===== src/rtl/mmio_pkg.sv =====
// Shared definitions for the output-port store sequencer.
//   state_t        : sequencer FSM states (2-bit encoding)
//   OUT_PORT_BASE  : default byte address of the output port
//   OUT_PORT_MASK  : default address compare mask
//   GRANT_0/1      : requester index values used by the arbiter and grant logic
package mmio_pkg;

  typedef enum logic [1:0] {
    IDLE   = 2'd0,
    SETUP  = 2'd1,
    STROBE = 2'd2,
    DONE   = 2'd3
  } state_t;

  localparam logic [31:0] OUT_PORT_BASE = 32'h0000_0400;
  localparam logic [31:0] OUT_PORT_MASK = 32'hFFFF_FFFC;

  localparam logic GRANT_0 = 1'b0;
  localparam logic GRANT_1 = 1'b1;

  function automatic logic addr_hit(input logic [31:0] addr,
                                    input logic [31:0] base,
                                    input logic [31:0] mask);
    return (addr & mask) == base;
  endfunction

endpackage


===== src/rtl/mmio_out_sequencer_rr_arb2.sv =====
// Two-way round-robin arbiter (combinational).
//   req0, req1  : request levels
//   last_grant  : index granted by the previous completed transaction
//   grant_valid : at least one request present
//   grant_idx   : winning requester index
module rr_arb2
  import mmio_pkg::*;
(
  input  logic req0,
  input  logic req1,
  input  logic last_grant,
  output logic grant_valid,
  output logic grant_idx
);

  always_comb begin
    grant_valid = req0 | req1;
    grant_idx   = GRANT_0;
    if (req0 && req1) begin
      // Under contention the requester that did not win last time goes next.
      grant_idx = ~last_grant;
    end else if (req1) begin
      grant_idx = GRANT_1;
    end
  end

endmodule


===== src/rtl/mmio_out_sequencer.sv =====
// Store sequencer for the single output-port peripheral bus.
// Arbitrates between the CPU store path (port 0) and the debug/boot-loader
// path (port 1), decodes the address and either strobes the peripheral or
// returns an error pulse.
//   clk, rst_n           : clock, async active-low reset
//   req/addr/wdata 0,1   : requester write requests (level, held until ack/err)
//   ack0/1, err0/1       : one-cycle completion / address-miss pulses
//   nce_out, we_out      : peripheral chip enable (active-low), write enable
//   d_out                : peripheral write data
//   busy                 : high whenever the FSM is not in IDLE
//
// state  | meaning
// IDLE   | waiting for a request; winner's data and hit flag latched on exit
// SETUP  | data driven onto d_out, strobe inactive
// STROBE | nce_out low / we_out high for STROBE_CYCLES cycles
// DONE   | strobe released, ack or err pulsed on the granted port
module mmio_out_sequencer
  import mmio_pkg::*;
#(
  parameter logic [31:0] BASE_ADDR     = OUT_PORT_BASE,
  parameter logic [31:0] ADDR_MASK     = OUT_PORT_MASK,
  parameter int unsigned STROBE_CYCLES = 1
) (
  input  logic        clk,
  input  logic        rst_n,
  input  logic        req0,
  input  logic [31:0] addr0,
  input  logic [31:0] wdata0,
  output logic        ack0,
  output logic        err0,
  input  logic        req1,
  input  logic [31:0] addr1,
  input  logic [31:0] wdata1,
  output logic        ack1,
  output logic        err1,
  output logic        nce_out,
  output logic        we_out,
  output logic [31:0] d_out,
  output logic        busy
);

  localparam logic [3:0] STROBE_LOAD = 4'(STROBE_CYCLES - 1);

  if (STROBE_CYCLES < 1 || STROBE_CYCLES > 15) begin : g_cfg_err
    $error("mmio_out_sequencer: STROBE_CYCLES=%0d outside 1..15", STROBE_CYCLES);
  end

  state_t      r_state;
  state_t      w_next;
  logic        w_gvalid;
  logic        w_gidx;
  logic        w_sel_hit;
  logic [31:0] w_sel_data;
  logic        r_gidx;
  logic        r_hit;
  logic        r_last;
  logic [3:0]  r_cnt;
  logic        r_nce;
  logic        r_we;
  logic [31:0] r_dout;
  logic        r_busy;
  logic        r_ack0;
  logic        r_ack1;
  logic        r_err0;
  logic        r_err1;

  rr_arb2 u_arb (
    .req0        (req0),
    .req1        (req1),
    .last_grant  (r_last),
    .grant_valid (w_gvalid),
    .grant_idx   (w_gidx)
  );

  always_comb begin
    w_sel_data = wdata0;
    w_sel_hit  = addr_hit(addr0, BASE_ADDR, ADDR_MASK);
    if (w_gidx == GRANT_1) begin
      w_sel_data = wdata1;
      w_sel_hit  = addr_hit(addr1, BASE_ADDR, ADDR_MASK);
    end
  end

  always_ff @(posedge clk or negedge rst_n) begin
    if (!rst_n) r_state <= IDLE;
    else        r_state <= w_next;
  end

  always_comb begin
    w_next = r_state;
    unique case (r_state)
      IDLE:    if (w_gvalid) w_next = SETUP;
      SETUP:   w_next = r_hit ? STROBE : DONE;
      STROBE:  if (r_cnt == 4'd0) w_next = DONE;
      DONE:    w_next = IDLE;
      default: w_next = IDLE;
    endcase
  end

  // Datapath and registered outputs. Outputs are computed from the next
  // state so that they line up with the state they belong to.
  always_ff @(posedge clk or negedge rst_n) begin
    if (!rst_n) begin
      r_gidx <= GRANT_0;
      r_hit  <= 1'b0;
      r_last <= GRANT_1;
      r_cnt  <= 4'd0;
      r_nce  <= 1'b1;
      r_we   <= 1'b0;
      r_dout <= 32'd0;
      r_busy <= 1'b0;
      r_ack0 <= 1'b0;
      r_ack1 <= 1'b0;
      r_err0 <= 1'b0;
      r_err1 <= 1'b0;
    end else begin
      if (r_state == IDLE && w_gvalid) begin
        r_gidx <= w_gidx;
        r_hit  <= w_sel_hit;
        r_dout <= w_sel_data;
      end
      if (r_state == SETUP && r_hit) begin
        r_cnt <= STROBE_LOAD;
      end else if (r_state == STROBE && r_cnt != 4'd0) begin
        r_cnt <= r_cnt - 4'd1;
      end
      if (r_state == DONE) begin
        r_last <= r_gidx;
      end
      r_nce  <= (w_next != STROBE);
      r_we   <= (w_next == STROBE);
      r_busy <= (w_next != IDLE);
      r_ack0 <= (w_next == DONE) &&  r_hit && (r_gidx == GRANT_0);
      r_ack1 <= (w_next == DONE) &&  r_hit && (r_gidx == GRANT_1);
      r_err0 <= (w_next == DONE) && !r_hit && (r_gidx == GRANT_0);
      r_err1 <= (w_next == DONE) && !r_hit && (r_gidx == GRANT_1);
    end
  end

  assign nce_out = r_nce;
  assign we_out  = r_we;
  assign d_out   = r_dout;
  assign busy    = r_busy;
  assign ack0    = r_ack0;
  assign ack1    = r_ack1;
  assign err0    = r_err0;
  assign err1    = r_err1;

endmodule


===== config.mk =====
export PLATFORM = sky130hd
export DESIGN_NAME = mmio_out_sequencer
export DESIGN_NICKNAME = d
export VERILOG_FILES = /design/src/rtl/mmio_pkg.sv /design/src/rtl/mmio_out_sequencer_rr_arb2.sv /design/src/rtl/mmio_out_sequencer.sv
export SDC_FILE = /design/constraint.sdc
export NUM_CORES = 1
export LEC_CHECK = 0
export BUFFER_PORTS_ARGS = -buffer_cell sky130_fd_sc_hd__clkbuf_2
export CELL_PAD_IN_SITES_DETAIL_PLACEMENT = 1
export CELL_PAD_IN_SITES_GLOBAL_PLACEMENT = 2
export CORE_MARGIN = 8
export CORE_UTILIZATION = 20
export CTS_CLUSTER_DIAMETER = 30
export DETAILED_ROUTE_END_ITERATION = 12
export GPL_TIMING_DRIVEN = 0
export PLACE_DENSITY = 0.82
export SLEW_MARGIN = 20
export SYNTH_ARGS = -nofsm -noshare
export SYNTH_HDL_FRONTEND = slang
export SYNTH_HIERARCHICAL = 1
export SYNTH_SLANG_ARGS = --single-unit

===== constraint.sdc =====
create_clock -name clk -period 1.5 [get_ports clk]
set_input_delay 0.15 -clock clk [delete_from_list [all_inputs] [get_ports clk]]
set_output_delay 0.15 -clock clk [all_outputs]
set_load 0.005 [all_outputs]

==> results of run 1 <==
[critical path, cell delays in order (launching register included)]
cell     delay (ns)
dfrtp_1        0.40
inv_2          0.08
ha_4           0.13
nor3b_4        0.23
o21ai_2        0.10
a31oi_4        0.26
and4b_1        0.24
[power by group through the flow]
| stage | sequential, mW | clock [mW] | combinational, mW |
|---|---|---|---|
| after floorplan | 2.15 | 0 | 1.02 |
| after global placement | 2.11 | 0 | 2.07 |
| after detailed placement | 2.15 | 0 | 2.14 |
| after CTS | 2.13 | 1.16 | 2.29 |
| after global routing | 2.19 | 1.23 | 2.67 |
| final | 2.12 | 1.11 | 2.34 |
[path summary, 6_finish.rpt]
check / start / endpoint / slack, ns / cells past startpoint
max: r_cnt[1]$_DFFE_PN0P_ / ack0$_DFF_PN0_ / 0.01 / 6
min: wdata0[4] / d_out[4]$_DFFE_PN0P_ / 0.14 / 3
max reg2reg: r_cnt[1]$_DFFE_PN0P_ / ack0$_DFF_PN0_ / 0.01 / 6
min reg2reg: d_out[22]$_DFFE_PN0P_ / d_out[22]$_DFFE_PN0P_ / 0.48 / 2
max in group asynchronous: rst_n / r_state[0]$_DFF_PN0_ / 0.55 / 2
min in group asynchronous: rst_n / d_out[6]$_DFFE_PN0P_ / 0.47 / 2
[flip-flops by register name, indices dropped and copies added, names as in the netlist]
register  count
r_cnt         4
nce_out       1
r_last        1
r_gidx        1
r_hit         1
err1          1
err0          1
we_out        1
ack0          1
busy          1
d_out        32
r_state       2
ack1          1
[kinds of logic (layout without fill, tap and decap cells)]
group / Yosys count / after routing / synth area share [%]
adder cells (fa/ha/maj): 6 / 6 / 3.181
AO/OA/AOI/OAI: 43 / 43 / 10.55
buffers and inverters: 17 / 204 / 3.287
AND/OR/NAND/NOR: 75 / 75 / 16.81
XOR/XNOR: 3 / 3 / 1.114
multiplexers: 33 / 33 / 14.05
flip-flops: 48 / 48 / 51.01
[timing repair]
item / CTS / global route
buffers inserted: 4 / 7
pin swaps: 10 / 5
gates resized for setup: 30 / 16
hold endpoints to repair: 46 / 0
setup endpoints to repair: 42 / 40
gates cloned: 1 / 0
hold buffers: 1 / 0
[placed cells by master (no fill, tap or decap), types with 3 or more instances in the layout]
| cell | synthesis | routed |
|---|---|---|
| a21oi_1 | 4 | 3 |
| buf_4 | 2 | 15 |
| buf_6 | 0 | 3 |
| clkbuf_16 | 0 | 5 |
| clkbuf_2 | 1 | 169 |
| dfrtp_1 | 46 | 45 |
| ha_1 | 6 | 3 |
| inv_2 | 0 | 4 |
| mux2i_1 | 32 | 32 |
| nand2_1 | 36 | 35 |
| nand4_1 | 4 | 4 |
| nor2_1 | 4 | 4 |
| nor3_1 | 4 | 3 |
| nor4_1 | 8 | 6 |
| o21ai_0 | 32 | 32 |
[final cells by class]
cell class	count	area share, %
Timing Repair Buffer	179	24.75
Inverter	5	0.4957
Sequential cell	48	31.82
Multi-Input combinational cell	160	31.59
Clock buffer	5	3.305
Clock inverter	3	0.6279
Buffer	12	2.677
Tap cell	143	4.726
[metal layers]
metal	GRT usage [%]	share of wire, %	routed length (µm)
met2	19.65	48	4245
met1	12.92	43	3744
met3	3.574	7.6	665
met4	3.827	1.6	138
met5	0	0	0
==> impl_metrics.csv, run 1 <==
group,metric,value,unit
sta,hold_viol,0,
cells_and_area,drive_gt1_share,54.37,%
worst_setup_path,crit_type,"register to register",
flow_run,maxCapViolCount,0,
die,core,11470,µm²
cells_and_area,final_util,33.02,%
cells_and_area,multi_input_area,1196,µm²
worst_setup_path,crit_path_start_kind,"register",
synth,yosys-top-cells-area,"dfrtp_1, mux2i_1, o21ai_0, nand2_1, ha_1",
route,drt-pass1-iter-count,4,
pwr,swShare,35.83,%
sta,finalMaxSlewViolations,0,
die,die_x,124.6,µm
global_routing,grt_max_degree,49,
place,io_buffers,166,
place,dp.cells,534,
place,hpwl,7192,µm
pwr,p_total,5.570,mW
min_path,holdCritPathClass,"primary input to register",
place,place_area,3372,µm²
clock_network,cts-root-buf,"clkbuf_16",
clock_network,cts_buffer_depth,2,
sta,fin_crit_sh,99.30,%
cells_and_area,final_cells,555,
route,drtIter0Drc,53,
cells_and_area,diodes,0,
sta,fmax,0.6713,GHz
worst_setup_path,crit_arrival,1.71,ns
global_routing,globalRouteTotalUtil,11.36,%
status,outcome,"finished, final reports clean",
die,die_area,15530,µm²
sta,tns,0,ns
place,routabilityCongestion,0.7317,
cells_and_area,seq_area,1205,µm²
clock_network,clkTransAtPathRegs,0.07,ns
sta,rsz0062_at_grt,"yes",
cells_and_area,syn2layout_area_growth,60.45,%
pwr,clkPwrFrac,20.0,%
worst_setup_path,cp_max_fo,8,
sta,max-slew-margin-rel,54.35,%
synth,synth_edf_count,0,
route,viasPerCell,4.351,
global_routing,grt_pass1_wl,14540,µm
pwr,p_int,3.574,mW
synth,syn-num-nets,363,
global_routing,grt_pass1_vias,2879,
worst_setup_path,critPathCaptureType,"register",
synth,ys_ff_latch,48,
place,place_ws,-0.4198,ns
sta,fin_crit,1.490,ns
synth,yosys.cell_types.count,39,
synth,synth.most_common_cell,"dfrtp_1",
cells_and_area,post-route-cell-area,3786,µm²
synth,syn_area,2360,µm²
pwr,p_sw,1.995,mW
synth,ys_dominant_reg_cell,"dfrtp_1",
clock_network,cts.sinks,48,
global_routing,grt_antenna_before_repair,0,
sta,setup_ws,0.01043,ns
synth,synth_cells,225,
synth,ys_top_cells_by_count,"dfrtp_1, nand2_1, mux2i_1, o21ai_0, nor4_1",
pwr,combPwrFrac,42.0,%
clock_network,cts_tree,"built",
clock_network,cts_made_buffers,5,
die,ios,171,
pwr,p_leak,1.995,nW
cells_and_area,fillers,1373,
pwr,seqPwrFrac,38.0,%
route,wl_per_cell,15.85,µm
clock_network,clock_latency,0.29,ns
synth,ys_seq_area_share,51.01,%
global_routing,overflow,0,
pwr,peakVddDrop,526.3,µV
sta,skew,0.006980,ns
synth,yosys.area.top_type_share,48.78,%
route,num_vias,2415,
route,drt_wl_total,8794,µm
route,route.detailed.drc,0,
route,ant_nets,0,
sta,setup_viol,0,
sta,fin_hold_ws,0.1444,ns
sta,worst_slew_pin_slew,0.6848,ns
die,start_util,20.58,%
die,chipHeight,124.6,µm
cells_and_area,layout.nets,549,
synth,avgSynthCellArea,10.49,µm²
worst_setup_path,crit_required,1.72,ns
synth,synth_top_area_cell,"dfrtp_1",
synth,yosys_warnings,6,
synth,async_reset_ff_share,100.0,%
pwr,power_density,1471,nW/µm²
clock_network,cts_htree_levels,2,
die,rows,39,
Note: power is estimated with default switching activity, not from simulation.
==> run 2, diff against run 1 <==
- MAX_ROUTING_LAYER: unset -> met4
- PLACE_DENSITY: 0.82 -> 0.79
==> run 2 against run 1 <==
- the flow now finishes with violations (negative setup slack)
- non-clock buffer count is the same
- combinational power shrank 3%
- first-iteration DRC count grew 17%
- cell count is the same
- sequential power is essentially flat
- clock power grew 13%
- die area is the same
- register-to-register slack lost 0.03 ns
- clock skew shrank 0.0036 ns
- power grew 1.5%
- fmax shrank 1.8%
==> impl_metrics.csv, run 2 (synthesis results as in run 1) <==
group,metric,value,unit
worst_setup_path,ff2ff_setup_slack,-0.02,ns
cells_and_area,syn2layout_area_growth,60.60,%
worst_setup_path,crit_required,1.72,ns
place,hpwl,7367,µm
cells_and_area,fillers,1341,
sta,finalMaxSlewViolations,0,
worst_setup_path,cp_slowest_stage_delay,0.39,ns
sta,max-slew-margin-rel,56.17,%
clock_network,cts.sinks,48,
route,drtIter0Drc,62,
pwr,power_density,1492,nW/µm²
place,io_buffers,166,
global_routing,grt_pass1_wl,14890,µm
sta,fmax,0.6593,GHz
pwr,peakVddDrop,531.4,µV
clock_network,cts-root-buf,"clkbuf_16",
sta,fin_crit_sh,101.1,%
cells_and_area,largest_reg_flops,32,
clock_network,cts_made_buffers,5,
global_routing,globalRouteTotalUtil,12.01,%
route,route.detailed.drc,0,
sta,fin_crit,1.517,ns
cells_and_area,final_common_cell,"clkbuf_2",
sta,skew,0.003388,ns
cells_and_area,diodes,0,
worst_setup_path,crit_path_start_kind,"register",
sta,setup_ws,-0.01680,ns
die,die_area,15530,µm²
die,core,11470,µm²
worst_setup_path,crit_arrival,1.73,ns
min_path,holdCritPathClass,"primary input to register",
place,place_area,3372,µm²
die,start_util,20.58,%
die,die_x,124.6,µm
sta,worst_slew_pin_slew,0.6575,ns
sta,hold_viol,0,
status,outcome,"complete, but fails checks",
worst_setup_path,critPathCaptureType,"register",
cells_and_area,post-route-cell-area,3790,µm²
place,place_ws,-0.4300,ns
clock_network,cts_buffer_depth,2,
flow_run,maxCapViolCount,0,
status,violations,"negative setup slack",
global_routing,grt_antenna_before_repair,0,
clock_network,cts_tree,"built",
clock_network,clock_latency,0.28,ns
worst_setup_path,path_cells,"inv_1 > ha_2 > nor3b_4 > o21ai_2 > a31oi_4 > and4b_1",
cells_and_area,drive_gt1_share,53.88,%
worst_setup_path,crit_type,"register to register",
global_routing,grt_max_degree,49,
worst_setup_path,cp_max_fo,8,
die,chipHeight,124.6,µm
global_routing,overflow,0,
sta,rsz0062_at_grt,"yes",
route,ant_nets,0,
route,drt-pass1-iter-count,4,
sta,tns,-0.02220,ns
clock_network,clkTransAtPathRegs,0.06,ns
route,num_vias,2419,
route,wl_per_cell,16.30,µm
die,ios,171,
die,rows,39,
clock_network,cts_htree_levels,2,
sta,setup_viol,2,
cells_and_area,layout.nets,549,
pwr,p_leak,2.000,nW
place,routabilityCongestion,0.7428,
cells_and_area,layout_common_cells,"clkbuf_2, dfrtp_1, nand2_1",
worst_setup_path,crit_path_top_delay_cell,"dfrtp_1",
route,viasPerCell,4.359,
global_routing,grt_pass1_vias,2894,
route,drt_wl_total,9044,µm
run 2: path summary, 6_finish.rpt:
kind / from / to / depth (start not counted)
worst max register to register: r_cnt[0]$_DFFE_PN0P_ / err1$_DFF_PN0_ / 6
worst min register to register: d_out[15]$_DFFE_PN0P_ / d_out[15]$_DFFE_PN0P_ / 2
max in group asynchronous: rst_n / r_state[0]$_DFF_PN0_ / 2
min in group asynchronous: rst_n / r_state[1]$_DFF_PN0_ / 2
worst min-delay path: wdata0[24] / d_out[24]$_DFFE_PN0P_ / 3
worst max-delay path: r_cnt[0]$_DFFE_PN0P_ / err1$_DFF_PN0_ / 6
run 2: worst max-delay path, delay by kind of cell (launching register included):
kind / cells / cell delay, ns
and+or+nand+nor: 2 / 0.47
AOI/OAI and AO/OA: 2 / 0.37
DFF: 1 / 0.39
adders and majority gates: 1 / 0.17
buffers and inverters: 1 / 0.06
run 2: timing repair:
action	4_1_cts	5_1_grt
cloned	1	0
endpoints found under the hold margin	46	0
setup endpoints to repair	43	41
pin swaps	12	11
hold buffers	1	0
gates resized for setup	29	11
setup buffers	6	5
run 2: stage by stage:
step | std cells | utilization (%) | hold WS, ns | total power, mW
final | 555 | 33.05 | 0.1582 | 5.654
after global routing | 555 | 33.05 | 0.1696 | 6.175
after CTS | 550 | 32.29 | 0.1585 | 5.771
after detailed placement | 534 | 29.41 | 0.2570 | 4.310
after global placement | 534 | 29.38 | 0.4379 | 4.192
after floorplan | 225 | - | -0.1456 | 3.172
run 2: where the power goes:
part | total, mW | switching (mW) | internal, mW
clock network | 1.25 | 0.470 | 0.785
logic | 2.28 | 1.22 | 1.06
registers | 2.12 | 0.286 | 1.83
total | 5.65 | 1.98 | 3.68
run 2: routing by layer:
metal  up-vias  GRT usage [%]  wire length (µm)
met3         4          2.638               539
met5         -              -                 0
met4         0          2.764                67
li1       1171              -                 -
met1      1122          13.73              3849
met2       122          20.94              4588
run 2: final cells by class:
class | count | area [µm²] | share of cell area (%)
Multi-Input combinational cell | 160 | 1191 | 31.43
Clock buffer | 6 | 128.9 | 3.400
Timing Repair Buffer | 179 | 937.1 | 24.73
Buffer | 12 | 95.09 | 2.509
Clock inverter | 2 | 35.03 | 0.9244
Tap cell | 143 | 178.9 | 4.721
Sequential cell | 48 | 1205 | 31.79
Inverter | 5 | 18.77 | 0.4952
